==> config.mk <==
export PLATFORM = sky130hd
export DESIGN_NAME = sim_step_scheduler_flat
export DESIGN_NICKNAME = d
export VERILOG_FILES = /design/src/rtl/sim_pkg.sv /design/src/rtl/sim_step_scheduler_if.sv /design/src/rtl/sim_tick_gen.sv /design/src/rtl/sim_step_scheduler.sv /design/src/flat_wrapper.sv
export SDC_FILE = /design/constraint.sdc
export NUM_CORES = 1
export LEC_CHECK = 0
export ABC_AREA = 1
export CORE_MARGIN = 2
export CORE_UTILIZATION = 30
export DETAILED_ROUTE_END_ITERATION = 10
export SYNTH_ARGS = -nofsm -noshare
export SYNTH_HDL_FRONTEND = slang
export SYNTH_HIERARCHICAL = 1
export SYNTH_SLANG_ARGS = --single-unit
==> constraint.sdc <==
create_clock -name clk -period 4.7 [get_ports clk]
set_input_delay 0.47 -clock clk [delete_from_list [all_inputs] [get_ports clk]]
set_output_delay 0.47 -clock clk [all_outputs]
set_load 0.02 [all_outputs]
==> src/rtl/sim_pkg.sv <==
// rtl/sim_pkg.sv - shared FSM state encoding and default widths for the step scheduler
package sim_pkg;

    localparam int ADDR_W     = 8;
    localparam int DATA_W     = 32;
    localparam int PRESCALE_W = 16;

    typedef enum logic [2:0] {
        IDLE,
        FETCH,
        START,
        WAIT,
        COMMIT
    } state_t;

endpackage

==> src/rtl/sim_step_scheduler_if.sv <==
// rtl/sim_step_scheduler_if.sv - sample ROM read port and solver start/done handshake
interface sim_step_scheduler_if #(
    parameter int ADDR_W = sim_pkg::ADDR_W,
    parameter int DATA_W = sim_pkg::DATA_W
);
    logic [ADDR_W-1:0] rom_addr;
    logic [DATA_W-1:0] rom_data;
    logic              solver_start;
    logic [DATA_W-1:0] solver_operand;
    logic              solver_done;
    logic [DATA_W-1:0] solver_result;

    modport master (
        output rom_addr, solver_start, solver_operand,
        input  rom_data, solver_done, solver_result
    );

    modport slave (
        input  rom_addr, solver_start, solver_operand,
        output rom_data, solver_done, solver_result
    );
endinterface

==> src/rtl/sim_tick_gen.sv <==
// rtl/sim_tick_gen.sv - prescaler down-counter producing the simulation step tick
module sim_tick_gen #(
    parameter int PRESCALE_W = sim_pkg::PRESCALE_W
) (
    input  logic                  clk,
    input  logic                  rst,
    input  logic                  run,
    input  logic [PRESCALE_W-1:0] prescale,
    output logic                  tick
);
    logic [PRESCALE_W-1:0] cnt_q, cnt_d;

    // Holding at prescale while stopped makes the first tick after run rises land a full period later.
    always_comb begin
        cnt_d = cnt_q;
        if (!run || cnt_q == '0) begin
            cnt_d = prescale;
        end else begin
            cnt_d = cnt_q - 1'b1;
        end
    end

    always_ff @(posedge clk or posedge rst) begin
        if (rst) begin
            cnt_q <= '0;
        end else begin
            cnt_q <= cnt_d;
        end
    end

    assign tick = run && (cnt_q == '0);
endmodule

==> src/rtl/sim_step_scheduler.sv <==
// rtl/sim_step_scheduler.sv - time-step FSM: ROM walk, solver launch, registered step results
// Optional single-step request via SIM_SINGLE_STEP_EN.
module sim_step_scheduler
    import sim_pkg::*;
#(
    parameter int ADDR_W     = sim_pkg::ADDR_W,
    parameter int DATA_W     = sim_pkg::DATA_W,
    parameter int PRESCALE_W = sim_pkg::PRESCALE_W
) (
    input  logic                  clk,
    input  logic                  rst,
    input  logic                  run,
    input  logic                  step,
    input  logic [PRESCALE_W-1:0] prescale,
    input  logic [ADDR_W-1:0]     end_addr,
    sim_step_scheduler_if.master  bus,
    output logic [DATA_W-1:0]     tensao_saida,
    output logic [DATA_W-1:0]     corrente_saida,
    output logic                  out_valid,
    output logic                  overrun,
    output logic [31:0]           step_count
);
    state_t            state_q, state_d;
    logic [ADDR_W-1:0] addr_q, addr_d;
    logic [DATA_W-1:0] operand_q, operand_d;
    logic              start_q, start_d;
    logic [DATA_W-1:0] tensao_q, tensao_d;
    logic [DATA_W-1:0] corrente_q, corrente_d;
    logic              valid_q, valid_d;
    logic              overrun_q, overrun_d;
    logic [31:0]       count_q, count_d;

    logic tick;
    logic step_tick;
    logic go;

    sim_tick_gen #(
        .PRESCALE_W (PRESCALE_W)
    ) u_tick_gen (
        .clk      (clk),
        .rst      (rst),
        .run      (run),
        .prescale (prescale),
        .tick     (tick)
    );

`ifdef SIM_SINGLE_STEP_EN
    // A manual step is only honoured when nothing else could be driving the FSM.
    assign step_tick = step && !run && (state_q == IDLE);
`else
    logic unused_step;
    assign unused_step = step;
    assign step_tick   = 1'b0;
`endif

    assign go = tick || step_tick;

    always_comb begin
        state_d    = state_q;
        addr_d     = addr_q;
        operand_d  = operand_q;
        start_d    = 1'b0;
        tensao_d   = tensao_q;
        corrente_d = corrente_q;
        valid_d    = 1'b0;
        overrun_d  = overrun_q;
        count_d    = count_q;

        // Only prescaler ticks count as overruns; a stray manual step is silently dropped.
        if (tick && state_q != IDLE) begin
            overrun_d = 1'b1;
        end

        case (state_q)
            IDLE: begin
                if (go) begin
                    state_d = FETCH;
                end
            end
            FETCH: begin
                state_d   = START;
                start_d   = 1'b1;
                operand_d = bus.rom_data;
            end
            START: begin
                state_d = WAIT;
            end
            WAIT: begin
                if (bus.solver_done) begin
                    state_d    = COMMIT;
                    valid_d    = 1'b1;
                    tensao_d   = operand_q;
                    corrente_d = bus.solver_result;
                    count_d    = count_q + 32'd1;
                end
            end
            COMMIT: begin
                state_d = IDLE;
                addr_d  = (addr_q >= end_addr) ? '0 : addr_q + 1'b1;
            end
            default: begin
                state_d = IDLE;
            end
        endcase
    end

    always_ff @(posedge clk or posedge rst) begin
        if (rst) begin
            state_q    <= IDLE;
            addr_q     <= '0;
            operand_q  <= '0;
            start_q    <= 1'b0;
            tensao_q   <= '0;
            corrente_q <= '0;
            valid_q    <= 1'b0;
            overrun_q  <= 1'b0;
            count_q    <= '0;
        end else begin
            state_q    <= state_d;
            addr_q     <= addr_d;
            operand_q  <= operand_d;
            start_q    <= start_d;
            tensao_q   <= tensao_d;
            corrente_q <= corrente_d;
            valid_q    <= valid_d;
            overrun_q  <= overrun_d;
            count_q    <= count_d;
        end
    end

    assign bus.rom_addr       = addr_q;
    assign bus.solver_start   = start_q;
    assign bus.solver_operand = operand_q;
    assign tensao_saida       = tensao_q;
    assign corrente_saida     = corrente_q;
    assign out_valid          = valid_q;
    assign overrun            = overrun_q;
    assign step_count         = count_q;
endmodule

==> src/flat_wrapper.sv <==
// flat-port wrapper written by rule: the top's interface ports become plain ports
module sim_step_scheduler_flat import sim_pkg::*;
#(
    parameter int ADDR_W     = sim_pkg::ADDR_W,
    parameter int DATA_W     = sim_pkg::DATA_W,
    parameter int PRESCALE_W = sim_pkg::PRESCALE_W
)
  (clk, rst, run, step, prescale, end_addr, tensao_saida, corrente_saida, out_valid, overrun, step_count, bus_rom_addr, bus_solver_start, bus_solver_operand, bus_rom_data, bus_solver_done, bus_solver_result);
  sim_step_scheduler_if #(.ADDR_W(ADDR_W), .DATA_W(DATA_W)) bus_i ();
  input  logic clk;
  input  logic rst;
  input  logic run;
  input  logic step;
  input  logic [PRESCALE_W-1:0] prescale;
  input  logic [ADDR_W-1:0] end_addr;
  output logic [DATA_W-1:0] tensao_saida;
  output logic [DATA_W-1:0] corrente_saida;
  output logic out_valid;
  output logic overrun;
  output logic [31:0] step_count;
  output wire logic [$bits(bus_i.rom_addr)-1:0] bus_rom_addr;
  output wire logic [$bits(bus_i.solver_start)-1:0] bus_solver_start;
  output wire logic [$bits(bus_i.solver_operand)-1:0] bus_solver_operand;
  input wire logic [$bits(bus_i.rom_data)-1:0] bus_rom_data;
  input wire logic [$bits(bus_i.solver_done)-1:0] bus_solver_done;
  input wire logic [$bits(bus_i.solver_result)-1:0] bus_solver_result;
  assign bus_rom_addr = bus_i.rom_addr;
  assign bus_solver_start = bus_i.solver_start;
  assign bus_solver_operand = bus_i.solver_operand;
  assign bus_i.rom_data = bus_rom_data;
  assign bus_i.solver_done = bus_solver_done;
  assign bus_i.solver_result = bus_solver_result;
  sim_step_scheduler #(.ADDR_W(ADDR_W), .DATA_W(DATA_W), .PRESCALE_W(PRESCALE_W)) u_core (.clk(clk), .rst(rst), .run(run), .step(step), .prescale(prescale), .end_addr(end_addr), .bus(bus_i), .tensao_saida(tensao_saida), .corrente_saida(corrente_saida), .out_valid(out_valid), .overrun(overrun), .step_count(step_count));
endmodule
==> flow_metrics.env <==
export IMPL_outcome="completed"
export IMPL_cts_tree="done"
export IMPL_num_rows=57
export IMPL_muxShareOfSynthArea_pct=0
export IMPL_synth_xor_area_share_pct=2.65
export IMPL_hold_path_end="u_core/overrun$_DFFE_PP0P_"
export IMPL_synth_compound_gate_area_share_pct=1.92
export IMPL_first_global_vias=6412
export IMPL_yosysWarnings=6
export IMPL_irDropWorstVdd_uv=303
export IMPL_cts_hold_buf=0
export IMPL_clock_skew_ns=0.0129
export IMPL_synth_fa_ha_area_share_pct=1.89
export IMPL_gp_congestion=0.831
export IMPL_critPathLaunchType="register"
export IMPL_grt_antenna_before_repair=0
export IMPL_finalSetupTns_ns=0
export IMPL_nets=1242
export IMPL_leakage_nw=5.12
export IMPL_avgSynthCellArea_um2=8.03
export IMPL_dieArea_um2=25500
export IMPL_grtUsageMet2_pct=25.8
export IMPL_hpwl_um=14000
export IMPL_overflow=0
export IMPL_hold_viol=0
export IMPL_detail_route_antenna_nets=0
export IMPL_grtUsageTotal_pct=16.0
export IMPL_area_delta_synth_final_pct=44.4
export IMPL_root_buffer="clkbuf_16"
export IMPL_synth_cell_types=33
export IMPL_wl_um=20100
export IMPL_vias=6469
export IMPL_max_freq_mhz=445
export IMPL_yosys_area_share_simple_pct=34.0
export IMPL_rsz0062_at_grt="false"
export IMPL_path_clk_slew_ns=0.07
export IMPL_synthDominantCellAreaShare_pct=54.3
export IMPL_setup_viol=0
export IMPL_period_share_pct=47.8
export IMPL_synth_area_leaders="dfrtp_1, nand2_1, inv_1, nor2_1, nand3_1"
export IMPL_final_max_slew_viol_count=0
export IMPL_worst_hold_startpoint="u_core/overrun$_DFFE_PP0P_"
export IMPL_post_cts_resized=0
export IMPL_synth_edff_count=0
export IMPL_layout_drive_gt1_share_pct=5.47
export IMPL_start_util_pct=30.2
export IMPL_grt_pass1_wl_um=32800
export IMPL_drtIter0Drc=298
export IMPL_async_reset_ff_share_pct=100
export IMPL_globalRouteMet1Util_pct=20.8
export IMPL_cp_required_ns=4.95
export IMPL_worstSetupPathType="reg -> reg"
export IMPL_use_met3_pct=4.00
export IMPL_path_max_fanout=4
export IMPL_syn_area_um2=7280
export IMPL_layout_min_cycle_time_ns=2.25
export IMPL_ios=232
export IMPL_cap_violations=0
export IMPL_viasPerCell=4.39
export IMPL_synth_top_family_by_area="simple AND/OR/NAND/NOR gates"
export IMPL_numPortBuffers=230
export IMPL_syn_instance_count=907
export IMPL_synthesis_nets=1011
export IMPL_post_cts_buffers=0
export IMPL_wl_per_cell_um=13.6
export IMPL_drt_first_pass_iters=5
export IMPL_top_usage_layer="met2"
export IMPL_grt_max_degree=97
export IMPL_whs_ns=0.461
export IMPL_worstSetupStartpoint="u_core/u_tick_gen/cnt_q[0]$_DFF_PP0_"
export IMPL_insertedDiodeCount=0
export IMPL_clkLatencyLatePin_ns=0.42
export IMPL_numClockSinks=158
export IMPL_yosys_area_top_type="dfrtp_1"
export IMPL_numCtsBuffers=17
export IMPL_end_kind="register"
export IMPL_reg2regPathDepth=9
export IMPL_die_w_um=160
export IMPL_drc_errors=0
export IMPL_fp_dieH_um=160
export IMPL_ctsHtreeMaxLevel=4
export IMPL_clk_path_buf_depth=2
export IMPL_ys_ff_latch=158
export IMPL_worstHoldPathCells=1
export IMPL_core_um2=24100
export IMPL_timing_rr_start="u_core/u_tick_gen/cnt_q[0]$_DFF_PP0_"
export IMPL_power_density_nw_per_um2=598
export IMPL_slew_headroom_pct=38.8
export IMPL_r2r_end="u_core/state_q[1]$_DFFE_PP0P_"
export IMPL_synthFlopType="dfrtp_1"
export IMPL_rrSetupSlack_ns=2.45
export IMPL_arrival_ns=2.49
export IMPL_worst_pin_slew_ns=0.918
export IMPL_hold_class="reg -> reg"
export IMPL_yosysSeqAreaShare_pct=54.3
[flip-flops by register name (all words and copies together) (netlist names), 3 cells and up]
name,flops
u_core/corrente_saida,32
u_core/state_q,3
u_core/bus.rom_addr,8
u_core/u_tick_gen/cnt_q,16
u_core/tensao_saida,32
u_core/step_count,32
u_core/bus.solver_operand,32
[synth_stat cells, types with 2 or more instances]
cell	count
inv_1	66
nand2_1	473
nor2_1	55
inv_2	2
xnor2_1	10
dfrtp_1	158
clkbuf_1	7
nor3_1	5
nor2_4	4
o21ai_0	6
nor3_2	3
nand3_1	31
nor2_2	6
buf_2	9
xor2_1	12
a21oi_1	9
o21ai_2	4
nand3b_1	5
buf_6	2
nand4_1	12
nand2_2	3
buf_4	4
ha_1	11
[report_power, final]
| part | internal, mW | switching, mW | leakage [nW] |
|---|---|---|---|
| combinational | 1.15 | 1.49 | 2.83 |
| sequential | 1.84 | 0.357 | 1.99 |
| clock | 0.856 | 0.587 | 0.299 |
[cell type report]
cell class	instances	area, µm²
Fill cell	2476	13600
Sequential cell	158	3950
Multi-Input combinational cell	658	2950
Timing Repair Buffer	235	2340
Clock inverter	12	158
Inverter	68	260
Clock buffer	20	447
Tap cell	324	405
[worst max path at each step]
stage                                               end  cells after the start
finish                    u_core/state_q[1]$_DFFE_PP0P_                      9
floorplan            u_core/bus.rom_addr[0]$_DFFE_PP0N_                      1
CTS                       u_core/state_q[1]$_DFFE_PP0P_                      9
global placement      u_core/step_count[26]$_DFFE_PP0P_                      8
detailed placement  u_core/tensao_saida[15]$_DFFE_PP0P_                      6
global route              u_core/state_q[1]$_DFFE_PP0P_                      9
[routing by layer]
metal  up-vias  wire, µm
li1       3240         -
met1      3020      9360
met2       181      9060
met3        28      1200
met4         0       488
met5         -         0
[metrics by stage]
stage	cells	cell area, µm²	setup WS (ns)	power, mW	util [%]
after floorplan	907	7280	0.420	3.59	-
after global placement	1443	9910	2.09	4.87	41.1
after detailed placement	1443	9910	2.06	4.91	41.1
after CTS	1475	10500	2.44	6.39	43.6
after global routing	1475	10500	2.23	6.71	43.6
final	1475	10500	2.45	6.29	43.6
[placed cells by master (no fill, tap or decap), drive strengths merged, types with 8 or more instances in the layout]
master,n
nand2,477
clkdlybuf4s50,230
dfrtp,158
inv,71
nor2,66
nand3,32
clkbuf,20
nand4,13
xor2,12
ha,11
xnor2,10
a21oi,10
o21ai,10
nor3,8
[critical path, stage by stage (launching register included)]
cell and delay [ns]:
dfrtp_1 0.41, inv_1 0.12, ha_1 0.30, nand2_4 0.12, nor2_1 0.27, nand3_1 0.12, nor3_1 0.35, o22ai_1 0.15
nor2_1 0.14, o21ai_0 0.09
[cells by family after synthesis]
group / after synthesis
AOI/OAI and AO/OA: 23
and+or+nand+nor: 602
DFF: 158
xor gates and xnor gates: 22
adders and majority gates: 11
buffers and inverters: 91
(Power assumes the default switching activity.)
